**src/rtl/asl_result_stabilizer_if.sv**
```systemverilog
// Handshake bundle between the ASL classifier stream, the stabilizer and the letter consumer.
// The master drives the classification strobe and the out_ready back-pressure; the slave is the stabilizer.
interface asl_result_stabilizer_if #(
    parameter int unsigned FIFO_DEPTH = 4
);
    localparam int unsigned LVL_W = $clog2(FIFO_DEPTH) + 1;

    logic             in_valid;
    logic [4:0]       in_label;
    logic             out_valid;
    logic             out_ready;
    logic [4:0]       out_label;
    logic [LVL_W-1:0] fifo_level;
    logic             overflow;

    modport master (
        output in_valid, in_label, out_ready,
        input  out_valid, out_label, fifo_level, overflow
    );

    modport slave (
        input  in_valid, in_label, out_ready,
        output out_valid, out_label, fifo_level, overflow
    );
endinterface

```
**src/rtl/asl_result_stabilizer.sv**
```systemverilog
// Debounces per-frame ASL labels into single letter events and queues them in a small output FIFO.
// A letter is emitted once per held sign; blanks, an idle timeout or clear re-arm the same letter.
module asl_result_stabilizer #(
    parameter int unsigned NUM_CLASSES  = 26,
    parameter int unsigned STABLE_CNT   = 4,
    parameter int unsigned FIFO_DEPTH   = 4,
    parameter int unsigned IDLE_TIMEOUT = 16000000
) (
    input  logic                    clk,
    input  logic                    rst_n,
    input  logic                    clear,
    asl_result_stabilizer_if.slave  bus
);
    localparam int unsigned PTR_W  = (FIFO_DEPTH > 1) ? $clog2(FIFO_DEPTH) : 1;
    localparam int unsigned LVL_W  = $clog2(FIFO_DEPTH) + 1;
    localparam int unsigned STR_W  = 4;
    localparam int unsigned IDLE_W = $clog2(IDLE_TIMEOUT + 1);

    logic [4:0]        cand_q, cand_d;
    logic [STR_W-1:0]  streak_q, streak_d;
    logic [4:0]        last_emit_q, last_emit_d;
    logic              last_vld_q, last_vld_d;
    logic [IDLE_W-1:0] idle_q, idle_d;
    logic [4:0]        mem_q [FIFO_DEPTH];
    logic [PTR_W-1:0]  wr_ptr_q, wr_ptr_d;
    logic [PTR_W-1:0]  rd_ptr_q, rd_ptr_d;
    logic [LVL_W-1:0]  count_q, count_d;
    logic              ovf_q, ovf_d;

    logic is_letter, match, qualify, full, pop, push_ok, drop, timeout, out_valid;

    assign is_letter = 32'(bus.in_label) < NUM_CLASSES;
    assign match     = bus.in_label == cand_q;
    assign qualify   = bus.in_valid && is_letter && match
                       && (streak_q == STR_W'(STABLE_CNT - 1))
                       && !(last_vld_q && (last_emit_q == cand_q));
    assign out_valid = count_q != '0;
    assign full      = count_q == LVL_W'(FIFO_DEPTH);
    assign pop       = out_valid && bus.out_ready && !clear;
    // A pop in the same cycle frees the slot, so a push into a full FIFO still lands.
    assign push_ok   = qualify && (!full || pop) && !clear;
    assign drop      = qualify && full && !pop && !clear;
    assign timeout   = !bus.in_valid && (idle_q == IDLE_W'(IDLE_TIMEOUT - 1));

    // Next-state logic for debounce history, idle timer and FIFO bookkeeping.
    always_comb begin
        cand_d      = cand_q;
        streak_d    = streak_q;
        last_emit_d = last_emit_q;
        last_vld_d  = last_vld_q;
        idle_d      = idle_q;
        wr_ptr_d    = wr_ptr_q;
        rd_ptr_d    = rd_ptr_q;
        count_d     = count_q;
        ovf_d       = drop;

        if (bus.in_valid) begin
            idle_d = '0;
            if (!is_letter) begin
                streak_d   = '0;
                last_vld_d = 1'b0;
            end else if (match && (streak_q != '0)) begin
                if (streak_q != STR_W'(STABLE_CNT)) streak_d = streak_q + STR_W'(1);
            end else begin
                cand_d   = bus.in_label;
                streak_d = STR_W'(1);
            end
            if (qualify) begin
                last_emit_d = cand_q;
                last_vld_d  = 1'b1;
            end
        end else begin
            if (idle_q != IDLE_W'(IDLE_TIMEOUT)) idle_d = idle_q + IDLE_W'(1);
            if (timeout) begin
                streak_d   = '0;
                last_vld_d = 1'b0;
            end
        end

        if (push_ok) wr_ptr_d = wr_ptr_q + PTR_W'(1);
        if (pop)     rd_ptr_d = rd_ptr_q + PTR_W'(1);
        case ({push_ok, pop})
            2'b10:   count_d = count_q + LVL_W'(1);
            2'b01:   count_d = count_q - LVL_W'(1);
            default: count_d = count_q;
        endcase

        if (clear) begin
            cand_d      = cand_q;
            last_emit_d = last_emit_q;
            streak_d    = '0;
            last_vld_d  = 1'b0;
            idle_d      = '0;
            wr_ptr_d    = '0;
            rd_ptr_d    = '0;
            count_d     = '0;
            ovf_d       = 1'b0;
        end
    end

    always_ff @(posedge clk or negedge rst_n) begin
        if (!rst_n) begin
            cand_q      <= '0;
            streak_q    <= '0;
            last_emit_q <= '0;
            last_vld_q  <= 1'b0;
            idle_q      <= '0;
            wr_ptr_q    <= '0;
            rd_ptr_q    <= '0;
            count_q     <= '0;
            ovf_q       <= 1'b0;
        end else begin
            cand_q      <= cand_d;
            streak_q    <= streak_d;
            last_emit_q <= last_emit_d;
            last_vld_q  <= last_vld_d;
            idle_q      <= idle_d;
            wr_ptr_q    <= wr_ptr_d;
            rd_ptr_q    <= rd_ptr_d;
            count_q     <= count_d;
            ovf_q       <= ovf_d;
        end
    end

    always_ff @(posedge clk or negedge rst_n) begin
        if (!rst_n) begin
            for (int i = 0; i < FIFO_DEPTH; i++) mem_q[i] <= '0;
        end else if (push_ok) begin
            mem_q[wr_ptr_q] <= cand_q;
        end
    end

    assign bus.out_valid  = out_valid;
    assign bus.out_label  = out_valid ? mem_q[rd_ptr_q] : 5'd0;
    assign bus.fifo_level = count_q;
    assign bus.overflow   = ovf_q;
endmodule

```
**src/flat_wrapper.sv**
```systemverilog
// flat-port wrapper written by rule: the top's interface ports become plain ports
module asl_result_stabilizer_flat 
#(
    parameter int unsigned NUM_CLASSES  = 26,
    parameter int unsigned STABLE_CNT   = 4,
    parameter int unsigned FIFO_DEPTH   = 4,
    parameter int unsigned IDLE_TIMEOUT = 16000000
)
  (clk, rst_n, clear, bus_in_valid, bus_in_label, bus_out_ready, bus_out_valid, bus_out_label, bus_fifo_level, bus_overflow);
  asl_result_stabilizer_if #(.FIFO_DEPTH(FIFO_DEPTH)) bus_i ();
  input  logic clk;
  input  logic rst_n;
  input  logic clear;
  input wire logic [$bits(bus_i.in_valid)-1:0] bus_in_valid;
  input wire logic [$bits(bus_i.in_label)-1:0] bus_in_label;
  input wire logic [$bits(bus_i.out_ready)-1:0] bus_out_ready;
  output wire logic [$bits(bus_i.out_valid)-1:0] bus_out_valid;
  output wire logic [$bits(bus_i.out_label)-1:0] bus_out_label;
  output wire logic [$bits(bus_i.fifo_level)-1:0] bus_fifo_level;
  output wire logic [$bits(bus_i.overflow)-1:0] bus_overflow;
  assign bus_i.in_valid = bus_in_valid;
  assign bus_i.in_label = bus_in_label;
  assign bus_i.out_ready = bus_out_ready;
  assign bus_out_valid = bus_i.out_valid;
  assign bus_out_label = bus_i.out_label;
  assign bus_fifo_level = bus_i.fifo_level;
  assign bus_overflow = bus_i.overflow;
  asl_result_stabilizer #(.NUM_CLASSES(NUM_CLASSES), .STABLE_CNT(STABLE_CNT), .FIFO_DEPTH(FIFO_DEPTH), .IDLE_TIMEOUT(IDLE_TIMEOUT)) u_core (.clk(clk), .rst_n(rst_n), .clear(clear), .bus(bus_i));
endmodule
```
**config.mk**
```make
export PLATFORM = sky130hd
export DESIGN_NAME = asl_result_stabilizer_flat
export DESIGN_NICKNAME = d
export VERILOG_FILES = /design/src/rtl/asl_result_stabilizer_if.sv /design/src/rtl/asl_result_stabilizer.sv /design/src/flat_wrapper.sv
export SDC_FILE = /design/constraint.sdc
export NUM_CORES = 1
export LEC_CHECK = 0
export ABC_AREA = 1
export CORE_MARGIN = 4
export CORE_UTILIZATION = 60
export CTS_CLUSTER_SIZE = 20
export DETAILED_ROUTE_END_ITERATION = 16
export PLACE_DENSITY = 0.8
export RECOVER_POWER = 100
export SYNTH_ARGS = -nofsm -noshare
export SYNTH_HDL_FRONTEND = slang
export SYNTH_SLANG_ARGS = --single-unit
export TNS_END_PERCENT = 10
```
**constraint.sdc**
```tcl
create_clock -name clk -period 2.4 [get_ports clk]
set_input_delay 0.48 -clock clk [delete_from_list [all_inputs] [get_ports clk]]
set_output_delay 0.48 -clock clk [all_outputs]
set_load 0.05 [all_outputs]
```
After elaboration in Yosys (flattened, before gate mapping)
Index checks and enable logic that the tools add are counted.
{"block": "totals", "register_bits": 67, "inputBits": 10, "out_inout_bits": 10, "elab_cells": 98}
{"block": "classes", "add_sub_neg": 6, "order_cmp": 4, "n_eq_ne": 11, "mux": 28, "bitwise": 4, "n_reduce_logical": 32}
{"cell": "24-bit two-way mux", "count": 3}
{"cell": "24-bit by 1-bit adder with 24-bit output, second input constant", "count": 1}
{"cell": "24-bit == test, second input constant", "count": 1}
{"cell": "4-bit two-way mux", "count": 6}
{"cell": "24-bit != test, second input constant", "count": 1}
{"cell": "20-bit bitwise mux", "count": 1}
{"cell": "5-bit two-way mux", "count": 4}
{"cell": "1-bit logical AND", "count": 15}
{"cell": "3-bit nonzero test", "count": 4}
{"cell": "5-bit binary-select mux with 2-bit select", "count": 1}
{"cell": "5-bit demux with 2-bit select", "count": 1}
{"cell": "5-bit == test", "count": 2}
{"cell": "2-bit two-way mux", "count": 4}
{"cell": "3-bit >= comparator, second input constant", "count": 2}
{"cell": "1-bit two-way mux", "count": 6}
{"cell": "2-bit NOT with 3-bit output", "count": 2}
{"cell": "3-bit one-hot mux with 2 select lines", "count": 1}
{"cell": "1-bit logical NOT", "count": 5}
{"cell": "5-bit less-than comparator, second input constant", "count": 1}
{"cell": "5-bit != test, second input constant", "count": 1}
{"cell": "2-bit by 1-bit adder with 2-bit output, second input constant", "count": 2}
{"cell": "4-bit by 1-bit adder with 4-bit output, second input constant", "count": 1}
{"cell": "4-bit by 2-bit == test with 1-bit output, second input constant", "count": 1}
{"cell": "4-bit by 3-bit != test with 1-bit output, second input constant", "count": 1}
{"cell": "15 further kinds", "count": 18}

Depth between registers and ports, before layout
{"block": "logic_depth", "word_depth": 10, "ltp_mapped": 16, "ltp_nobuf": 16}

Worst setup path after synthesis
OpenSTA, ideal clock, no wires.
{"block": "synth_timing", "path_type": "reg-to-output", "from": "reg u_core.count_q[1], in the netlist u_core.bus.fifo_level[1]", "to": "out bus_out_label[0]", "arrival_ns": 2.131, "t_required_ns": 1.920, "setup_slack_ns": -0.211, "path_stages_with_launch": 5, "path_buffers": 0, "cell_sequence": "dfrtp_1 nor2_1 nand2_1 inv_1 a21oi_1"}
{"block": "synth_via", "elab_chain_len": 2}
{"element": "start: declaration", "line": "asl_result_stabilizer.sv:27", "source": "logic [LVL_W-1:0] count_q, count_d;"}
{"element": "start signal: assignment", "line": "asl_result_stabilizer.sv:120", "source": "count_q <= count_d;"}
{"element": "3-bit nonzero test", "line": "asl_result_stabilizer.sv:37", "source": "assign out_valid = count_q != '0;"}
{"element": "net bus_out_valid", "line": "flat_wrapper.sv:17", "source": "output wire logic [$bits(bus_i.out_valid)-1:0] bus_out_valid;"}
{"element": "5-bit two-way mux", "line": "asl_result_stabilizer.sv:134", "source": "assign bus.out_label = out_valid ? mem_q[rd_ptr_q] : 5'd0;"}
{"element": "end: declaration", "line": "flat_wrapper.sv:18", "source": "output wire logic [$bits(bus_i.out_label)-1:0] bus_out_label;"}
The timed path passes the listed nets, and every way through them passes these cells.

Worst setup path after layout
{"block": "layout_timing", "from": "reg u_core.count_q[0], in the netlist u_core.bus.fifo_level[0]", "to": "out bus_out_valid"}
{"block": "layout_via", "elab_chain_len": 1}
{"element": "3-bit nonzero test", "line": "asl_result_stabilizer.sv:37"}
{"element": "end: declaration", "line": "flat_wrapper.sv:17"}
No other way between the ends.

==> flow_metrics.env <==
export IMPL_gp_congestion=0.891
export IMPL_whs_ns=0.338
export IMPL_seq_area_frac_synth=0.462
export IMPL_slew_headroom=0.228
export IMPL_hold_class="in -> async"
export IMPL_core_area_mm2=0.00589
export IMPL_worstSetupEndpointType="output pin"
export IMPL_cts_max_level=3
export IMPL_synth_seq_cells=67
export IMPL_numCtsBuffers=9
export IMPL_dp_slack_ns=-0.365
export IMPL_slowest_stage="clkdlybuf4s50_1"
export IMPL_die_y_um=85.7
export IMPL_cts_sinks=67
export IMPL_first_pass_iters=5
export IMPL_final_cell_mix="nand2_1 (114), dfrtp_1 (67), nor2_1 (64)"
export IMPL_syn_area_mm2=0.00363
export IMPL_hpwl_um=5720
export IMPL_power_mw=3.39
export IMPL_rows=28
export IMPL_fin_crit_ns=2.32
export IMPL_cts_root_buf="clkbuf_8"
export IMPL_clock_latency_ns=0.35
export IMPL_track_usage=0.227
export IMPL_vias_per_cell=5.44
export IMPL_design_area_mm2=0.00423
export IMPL_cp_arrival_ns=1.84
export IMPL_status="completed"
export IMPL_crit_path_start_kind="flop"
export IMPL_place_area_mm2=0.00401
export IMPL_worst_slack_ns=0.0847
export IMPL_drive_above_1_share=0.0869
export IMPL_grt_pass1_wl_um=13300
export IMPL_required_ns=1.92
export IMPL_leakagePower_nw=1.92
export IMPL_synthesis_nets=496
export IMPL_grt_antenna_before_repair=0
export IMPL_ir_drop_mv=0.468
export IMPL_synth_cell_types=27
export IMPL_routed_wl_um=7650
export IMPL_layout_commonest_cell="nand2_1"
export IMPL_portBuffers=19
export IMPL_path_cells="nor2_1 -> nand2_1 -> clkdlybuf4s50_1"
export IMPL_overflow=0
export IMPL_avgSynthCellArea_um2=7.60
export IMPL_cpPeakStageDelay_ns=0.82
export IMPL_finalClockSkew_ns=0.00766
export IMPL_cts_tree="yes"
export IMPL_drt_iter0_drc=172
export IMPL_post_cts_buffers=0
export IMPL_fin_nets=532
export IMPL_fmax_ghz=0.432
export IMPL_worstPathMaxFanout=6
export IMPL_die_area_mm2=0.00735
export IMPL_yosysWarnings=0
export IMPL_grt_max_degree=47
export IMPL_synth_cells=477
export IMPL_grt_pass1_vias=3099
export IMPL_wl_per_cell_um=12.9
export IMPL_initial_core_util=0.616
export IMPL_clk_pin_slew_ns=0.07
export IMPL_drc=0
export IMPL_area_delta_synth_final_pct=16.6
export IMPL_top_level_ports=20
export IMPL_crit_type="reg -> out"
export IMPL_antennaDiodeCount=0
export IMPL_dieWidth_um=85.7
export IMPL_hold_viol_final=0
export IMPL_p_per_area_mw_per_mm2=802
export IMPL_rsz0062_at_grt="no"
export IMPL_r2r_cells=12
export IMPL_clock_path_buffers=2
export IMPL_vias=3226
export IMPL_n_fill_cell=456
export IMPL_antenna_left=0
export IMPL_maxSlewViolCount=0
export IMPL_cap_viol_max_count=0
export IMPL_tightest_slew_ns=1.16
export IMPL_period_share=0.965
export IMPL_setup_viol=0
==> registers in the layout (all words and copies together) (netlist names), 2 cells and up <==
name                   cells
u_core.rd_ptr_q            2
u_core.cand_q              5
u_core.idle_q             24
u_core.wr_ptr_q            2
u_core.last_emit_q         5
u_core.bus.fifo_level      3
u_core.streak_q            4
u_core.mem_q              20
==> path summary, 6_finish.rpt <==
| check | from | endpoint | slack [ns] |
|---|---|---|---|
| setup / recovery | u_core.bus.fifo_level[0] | bus_out_valid | 0.08 |
| hold / removal | rst_n | u_core.mem_q[1] | 0.34 |
| setup reg to reg | u_core.idle_q[0] | u_core.idle_q[20] | 0.28 |
| hold reg to reg | u_core.mem_q[2] | u_core.mem_q[2] | 0.49 |
| max in group asynchronous | rst_n | u_core.streak_q[3] | 0.45 |
| min in group clk | u_core.mem_q[2] | u_core.mem_q[2] | 0.49 |
==> power by group <==
part           total, mW  leakage [nW]  internal (mW)  switching [mW]
logic              0.864         0.869          0.291           0.573
registers           1.27         0.920           1.18          0.0886
clock network       1.26         0.133          0.825           0.435
==> per-layer routing <==
| metal | vias to the layer above | track usage | share of wire |
|---|---|---|---|
| li1 | 1614 | - | - |
| met1 | 1539 | 0.256 | 0.42 |
| met2 | 58 | 0.400 | 0.52 |
| met3 | 15 | 0.0596 | 0.033 |
| met4 | 0 | 0.105 | 0.019 |
| met5 | - | 0 | 0 |
==> layout make-up <==
class	count	area, um2	area share
inverters	65	244	0.0577
multi-input cells	338	1660	0.392
well taps	75	93.8	0.0222
clock buffers	10	138	0.0326
flip-flops and latches	67	1680	0.397
repair buffers	32	282	0.0666
clock inverters	6	136	0.0323
==> stage by stage <==
| step | TNS [ns] | instances | util |
|---|---|---|---|
| after floorplan | -1.24 | 477 | - |
| after global placement | -1.53 | 577 | 0.682 |
| after detailed placement | -3.14 | 577 | 0.682 |
| after CTS | 0 | 593 | 0.729 |
| after global routing | 0 | 593 | 0.718 |
| final | 0 | 593 | 0.718 |
==> critical path, delay by kind of cell, from the launching register on <==
| kind | cells | cell delay (ns) |
|---|---|---|
| AND/OR/NAND/NOR | 2 | 0.17 |
| buffers and inverters | 1 | 0.82 |
| flip-flops | 1 | 0.49 |
==> cell families after synthesis <==
| group | after synthesis | synth area share |
|---|---|---|
| AOI/OAI and AO/OA | 93 | 0.136 |
| xor gates and xnor gates | 4 | 0.00966 |
| adders and majority gates | 9 | 0.0331 |
| buffers and inverters | 72 | 0.0745 |
| DFF | 67 | 0.462 |
| and+or+nand+nor | 232 | 0.284 |
==> cell usage after synthesis, drive strengths merged <==
cell type    n  area, um2
xnor2        2       17.5
ha           8        100
a211oi       1       7.51
xor2         2       17.5
nand2      115        432
a221oi       2       17.5
nor2        66        265
nor4         3       18.8
nor3        18       90.1
nand3       21        168
fa           1       20.0
dfrtp       67       1680
nand4        7       43.8
and3         1       6.26
a21oi       26        141
o21a         1       7.51
nor3b        1       7.51
a2bb2oi      1       8.76
inv         65        244
clkbuf       7       26.3
o21ai       62        310
==> what timing repair did <==
action,4_1_cts,5_1_grt
cloned,0,0
resized for setup,1,5
pin swaps,0,5
setup endpoints to repair,1,1
hold buffers,0,0
Power figures use the tool's default switching activity.
